### src/rtl/if_fetch_queue.sv
// Fetch stage: issues PC-driven imem requests, buffers {pc, instr} for decode; 1-cycle ack-to-id latency.
// Backpressure: requests stop when the queue would fill; hold_pc stalls the PC until a fetch is accepted.
module if_fetch_queue #(
  parameter int ADDR_W = 32,
  parameter int DATA_W = 32,
  parameter int DEPTH  = 4
) (
  input  logic              clk,
  input  logic              rst,
  input  logic [ADDR_W-1:0] pc_in,
  output logic              hold_pc,
  input  logic              flush,
  output logic              imem_req,
  output logic [ADDR_W-1:0] imem_addr,
  input  logic              imem_ack,
  input  logic [DATA_W-1:0] imem_rdata,
  output logic              id_valid,
  input  logic              id_ready,
  output logic [DATA_W-1:0] id_instr,
  output logic [ADDR_W-1:0] id_pc
);

  localparam int PTR_W = $clog2(DEPTH);
  localparam int CNT_W = $clog2(DEPTH + 1);

  typedef enum logic [1:0] {IDLE, REQ, DROP} state_t;

  state_t            state, state_next;
  logic [ADDR_W-1:0] addr_q, addr_next;
  logic              req_q;
  logic [CNT_W-1:0]  count, count_next;
  logic [PTR_W-1:0]  rd_ptr, wr_ptr;
  logic [ADDR_W-1:0] pc_mem    [DEPTH];
  logic [DATA_W-1:0] instr_mem [DEPTH];
  logic              push, pop, has_space;

  assign push       = (state == REQ) && imem_ack && !flush;
  assign pop        = id_valid && id_ready && !flush;
  assign count_next = count + CNT_W'(push) - CNT_W'(pop);
  assign has_space  = count_next < CNT_W'(DEPTH);

  assign hold_pc   = !push;
  assign imem_req  = req_q;
  assign imem_addr = addr_q;
  assign id_valid  = (count != '0);
  assign id_instr  = instr_mem[rd_ptr];
  assign id_pc     = pc_mem[rd_ptr];

  always_comb begin
    state_next = state;
    addr_next  = addr_q;
    case (state)
      IDLE: begin
        if (!flush && has_space) begin
          state_next = REQ;
          addr_next  = pc_in;
        end
      end
      REQ: begin
        // A redirect with the ack still pending must wait out the stale response.
        if (flush) begin
          state_next = imem_ack ? IDLE : DROP;
        end else if (imem_ack) begin
          if (has_space) begin
            addr_next = addr_q + ADDR_W'(1);
          end else begin
            state_next = IDLE;
          end
        end
      end
      DROP: begin
        if (imem_ack) begin
          state_next = IDLE;
        end
      end
      default: state_next = IDLE;
    endcase
  end

  always_ff @(posedge clk or posedge rst) begin
    if (rst) begin
      state  <= IDLE;
      addr_q <= '0;
      req_q  <= 1'b0;
      count  <= '0;
      rd_ptr <= '0;
      wr_ptr <= '0;
    end else begin
      state  <= state_next;
      addr_q <= addr_next;
      req_q  <= (state_next != IDLE);
      if (flush) begin
        count  <= '0;
        rd_ptr <= '0;
        wr_ptr <= '0;
      end else begin
        count <= count_next;
        if (push) wr_ptr <= wr_ptr + PTR_W'(1);
        if (pop)  rd_ptr <= rd_ptr + PTR_W'(1);
      end
    end
  end

  // Entry storage needs no reset: id_valid qualifies the head.
  always_ff @(posedge clk) begin
    if (push) begin
      pc_mem[wr_ptr]    <= addr_q;
      instr_mem[wr_ptr] <= imem_rdata;
    end
  end

  always @(posedge clk) begin
    if (!rst && push) begin
      assert (count != CNT_W'(DEPTH));
    end
  end

endmodule

### config.mk
export PLATFORM = sky130hd
export DESIGN_NAME = if_fetch_queue
export DESIGN_NICKNAME = d
export VERILOG_FILES = /design/src/rtl/if_fetch_queue.sv
export SDC_FILE = /design/constraint.sdc
export NUM_CORES = 1
export LEC_CHECK = 0
export CORE_MARGIN = 2
export CORE_UTILIZATION = 54
export DETAILED_ROUTE_END_ITERATION = 8
export PLACE_DENSITY_LB_ADDON = 0.3
export SLEW_MARGIN = 20
export SYNTH_ARGS = -nofsm -noshare
export SYNTH_HDL_FRONTEND = slang
export SYNTH_SLANG_ARGS = --single-unit
### constraint.sdc
create_clock -name clk -period 5.1 [get_ports clk]
set_clock_uncertainty 0.15 [all_clocks]
set_input_delay 0.51 -clock clk [delete_from_list [all_inputs] [get_ports clk]]
set_output_delay 0.51 -clock clk [all_outputs]
set_load 0.01 [all_outputs]
==> results.cfg <==
[global_route]
grt_overflow = 0
grt_max_degree = 66
grt_pass1_wl_um = 38700
first_global_vias = 6832
grt_antenna_before_repair = 0
gr-usage-all-layers = 0.214

[timing]
rsz0062_at_grt = no
finalSetupTns_ns = 0
period_share = 0.734
finalHoldViolCount = 0
relSlewSlack = 0.305
finalSetupViolCount = 0
drv_slew = 0
worst_pin_slew_ns = 1.04
max_freq_ghz = 0.267
finalCriticalPeriod_ns = 3.74

[floorplanning]
fp-row-count = 54
start_util = 0.546
die_w_um = 152
die-area_um2 = 23100
die_y_um = 152
core_area_um2 = 21700
ios = 168

[final_layout]
drive_gt1_frac = 0.150
num_antenna_cells = 0
nets = 898
synthToLayoutAreaGrowth_pct = 24.0

[route]
antenna_left = 0
post_drt_wl_per_cell_um = 21.8
drt-total-wl_um = 24500
vias = 6708
viasPerCell = 5.98
drtIter0Drc = 569
dr.pass1.iters = 5
drcViolationCount = 0

[run]
max_cap_violations = 0

[critical_path]
crit_path_frequent_cell = inv_1
arrival_ns = 4.01
crit_path_start_kind = input port
path_class = in2reg
crit_path_cell_trace = clkdlybuf4s50_1, nor2_1, inv_1, ha_1, inv_1, ha_1, inv_1, fa_1, xor3_2, or4b_4, or3_1, o21ai_1, nor3_1
crit_buf_inv = 4
critPathTopFamily = simple AND/OR/NAND/NOR gates
cp_max_fo = 18
reg2reg_from = state[1]
end_kind = register
setup.worst_path.start = flush
worstPathRequired_ns = 5.37
crit_path_max_incr_delay_ns = 0.68
cp_slowest_cell = clkdlybuf4s50_1

[cts]
clockRootBuffer = clkbuf_16
numClockSinks = 298
hold_buffers = 0
postCtsSetupBuffers = 0
clkLatencyLatePin_ns = 0.54
cts_buffers = 29
cts_resized = 0
cts_tree = done
clkTransAtPathRegs_ns = 0.06
cts-htree-levels = 1
cts_buffer_depth = 3

[power_and_ir_drop]
p_leak_nw = 4.81
ir_drop_mv = 0.413
p_per_area_nw_per_um2 = 524
total_power_mw = 7.70

[placed_design]
port_buffers = 167
place_congestion = 0.872
dp_hpwl_um = 14500

[synth]
synthTopCellsByArea = edfxtp_1 65%, mux4_2 12%, dfrtp_1 8.9%
yosysWarningCount = 0
synth-seq-cells = 298
syn_area_um2 = 11800
synthFlopType = edfxtp_1
synth.yosys.seq_area_share = 0.738
yosys.area.top_type = edfxtp_1
synth_edf_count = 256
avgSynthCellArea_um2 = 18.2
synth_top_area_share = 0.649
synthCells = 652
yosysMostFrequentCell = edfxtp_1
synthArstFlopShare = 0.141
synth_common_cells = 256 x edfxtp_1, 64 x mux4_2, 42 x dfrtp_1, 38 x a21oi_1, 29 x nor2_1
synth_fp_nets = 729
ys_types = 49

[hold_path]
hold_path_class = in2async

[outcome]
status = finished, final reports clean
per-stage QoR:
stage	setup slack, ns	instances	area, um2	hold WS (ns)	util
3_5_place_dp	0.812	1070	13800	0.416	0.636
3_3_place_gp	0.940	1070	13800	0.420	0.636
2_1_floorplan	1.46	652	11800	0.392	-
6_report	1.36	1122	14700	0.257	0.677
4_1_cts	1.35	1122	14700	0.269	0.677
5_1_grt	1.07	1122	14700	0.346	0.677
report_power, final:
part	switching, mW	total [mW]	internal, mW
clock	0.855	1.98	1.12
combinational	0.995	2.18	1.18
sequential	0.499	3.54	3.04
state kept, by name, indices dropped and copies added, names as in the netlist:
name       cells
state          2
rd_ptr         2
wr_ptr         2
imem_req       1
count          3
imem_addr     32
pc_mem       128
instr_mem    128
cell families (layout without fill, tap and decap cells):
logic type	after synthesis	in the layout	share of synthesized area
AO/OA/AOI/OAI	104	104	0.0534
XOR/XNOR	4	4	0.00433
adder cells (fa/ha/maj)	8	8	0.00909
buffers and inverters	45	235	0.0156
flip-flops	298	298	0.738
multiplexers	65	65	0.123
AND/OR/NAND/NOR	128	128	0.0571
final cells by class:
type	instances	area (um2)
fill	1422	7010
clock inverter	15	104
timing repair buffer	172	1720
sequential	298	8750
multi-input combinational	309	2940
inverter	11	41.3
clock buffer	37	776
tap	280	350
metal layers:
| layer | GRT usage | vias to the layer above | share of wire |
|---|---|---|---|
| met4 | 0.0641 | 0 | 0.021 |
| met1 | 0.302 | 3375 | 0.41 |
| met2 | 0.343 | 310 | 0.49 |
| li1 | - | 2987 | - |
| met5 | 0 | - | 0 |
| met3 | 0.0439 | 36 | 0.078 |
tightest hold or removal path: stages:
cell and delay, ns:
clkdlybuf4s50_1 0.39, inv_1 0.05, buf_4 0.45
placed cells by master, fill, tap and decap left out, types with 6 or more instances in the layout:
cell,n
nor2_1,29
nand3_1,18
clkbuf_1,6
nand2_1,27
mux4_2,64
o21ai_0,17
edfxtp_1,256
o22ai_1,7
and3_1,8
dfrtp_1,40
nand4_1,15
clkbuf_16,29
nor3_1,7
inv_1,11
clkinv_2,9
clkdlybuf4s50_1,167
a21oi_1,38
o21ai_1,10
ha_1,7
final timing paths:
check / slack (ns) / cells after the start / to
setup / recovery: 1.36 / 13 / imem_addr[16]
hold / removal: 0.26 / 3 / imem_addr[27]
setup reg to reg: 1.38 / 14 / imem_addr[16]
hold reg to reg: 0.42 / 2 / wr_ptr[1]
max in group asynchronous: 4.12 / 3 / rd_ptr[0]
min in group clk: 0.41 / 3 / imem_addr[9]
(Power assumes the default switching activity.)
==> RTL change (config.mk and constraints unchanged) <==
Encoding of `state_t`: now one-hot (3 bits for 3 states).
--- a/src/rtl/if_fetch_queue.sv
+++ b/src/rtl/if_fetch_queue.sv
@@ -24,5 +24,5 @@
   localparam int CNT_W = $clog2(DEPTH + 1);
 
-  typedef enum logic [1:0] {IDLE, REQ, DROP} state_t;
+  typedef enum logic [2:0] {IDLE = 3'b001, REQ = 3'b010, DROP = 3'b100} state_t;
 
   state_t            state, state_next;
Formal check against the unedited RTL: same outputs for any inputs over 4 cycles, from zero or initial values and one cycle with rst high; so few cycles prove little.
==> RTL change against the original RTL <==
Worst setup slack worse by 56 ps; design area up 1.2%; routed wire length up 3.3%; sequential cell count up 1; synthesized area up 0.90%; combinational power down 19%; critical path depth up 2; non-clock buffer count up 1; total power down 4.7%; critical endpoint is now imem_addr[7]; highest routed layer unchanged.
==> RTL change: results (changes against the original RTL) <==
In this run the critical register-to-register path is captured at imem_addr[7]. Counting instances in the post-synthesis netlist gives the leading cell types as edfxtp_1, mux4_2, dfrtp_1. The ratio of cells with drive above 1 in the final layout is 15.1% (+0.17 points). The post-synthesis area per instance came out at 18.4 um^2 (+1.2%). The worst hold margin is 265 ps (+8.14 ps).

The number of gates resized after cts came to 0 (unchanged). The maximum vdd drop came out at 0.000329 V (-20%). The total number of vias is 6,778 (+1.0%). The stage delay of the slowest cell on the critical path came out at 460 ps (-220 ps). The number of cell instances on the worst register-to-register path was 15 (+1).

The sequential area share after synthesis is 73.4% (-0.44 points). The count of different cell masters after synthesis is 55 (+12%). The net count of the finished layout came to 900 (+0.22%). The flow ran to the end, and the final reports show no timing, DRC or antenna violations. The switching part of the total power is 28.8% (-1.7 points).

The starting density of the core came out at 54.9% (+0.32 points). The net count after synthesis is 727 (-0.27%). The number of diodes added for antenna fixing is 0 (unchanged). The family with the most delay on the worst path is adder cells.

The post-placement worst setup slack came out at 889 ps (+77.5 ps). The overall track demand over capacity in global routing came out at 21.7% (+0.37 points). The first-pass GRT wire length is 39,600 um (+2.2%). The reg-to-reg setup timing slack came out at 1300 ps (-80 ps). The startpoint identified for the worst register-to-register timing path is state[1]. The number of DRC markers after the initial detailed-route iteration is 647 (+14%). The number of warnings printed during yosys synthesis came out at 0 (unchanged). The number of buffers added by the clock tree synthesis step came out at 30 (+3.4%). The count of placed standard cells including taps is 1,071 (+0.093%). The last weighted congestion value of the routability-driven placer came out at 0.836 (-4.1%). The detailed-route vias per instance is 6.02 (+0.68%). The slew of the pin with the lowest slew margin is 1080 ps (+39.4 ps). The instance area after placement came out at 13,900 um^2 (+0.76%). The post-DP HPWL is 15,100 um (+4.0%). The share of flip-flops with an asynchronous set or reset was 14.4% (+0.29 points). The final wirelength is 25,300 um (+3.3%). Sorting the synthesized cells by area gives the leading types as edfxtp_1, mux4_2, dfrtp_1. The number of global-route vias before repair came out at 7,032 (+2.9%). The static leakage was 4.85 nW (+0.84%).
==> RTL change: cell families after synthesis <==
kind of cell	after synthesis	synth area share [%]
buffers and inverters	42	1.47
DFF	299	73.4
AOI/OAI and AO/OA	107	5.62
muxes	66	12.2
and+or+nand+nor	122	5.86
xor gates and xnor gates	6	0.555
adders and majority gates	8	0.901
==> RTL change: metal layers <==
| layer | vias to the layer above | GRT usage [%] | part of all wire (%) |
|---|---|---|---|
| met5 | - | 0 | 0 |
| met4 | 0 | 5.82 | 3.0 |
| met3 | 56 | 4.41 | 6.4 |
| met2 | 309 | 35.0 | 48 |
| met1 | 3427 | 31.0 | 42 |
| li1 | 2986 | - | - |
==> RTL change: cell type report <==
cell class                 instances  area (um^2)
clock inverter                    20          175
inverter                          10         37.5
timing repair buffer             173         1720
fill                            1453         6890
clock buffer                      35          791
sequential                       299         8770
multi-input combinational        309         3020
tap                              280          350
==> RTL change: worst min-delay path, cell delays in order <==
cell and delay [ps]:
clkdlybuf4s50_1 400, clkinv_1 50, buf_4 450
==> RTL change: power by group through the flow <==
stage	Combinational [mW]	Sequential, mW	Clock (mW)
final	1.77	3.43	2.13
after global routing	1.89	3.49	2.27
after CTS	1.78	3.44	2.18
after detailed placement	1.77	3.49	0
after global placement	1.72	3.45	0
after floorplan	1.01	3.33	0
==> RTL change: how the worst max path moves through the flow <==
stage / endpoint / startpoint / slack, ps / cells past startpoint
2_1_floorplan: imem_addr[28] / state[2] / 1780 / 15
3_3_place_gp: imem_addr[7] / flush / 1030 / 14
3_5_place_dp: imem_addr[7] / flush / 890 / 14
4_1_cts: id_instr[31] / rd_ptr[0] / 1280 / 3
5_1_grt: imem_addr[7] / state[1] / 990 / 15
6_report: imem_addr[7] / state[1] / 1300 / 15
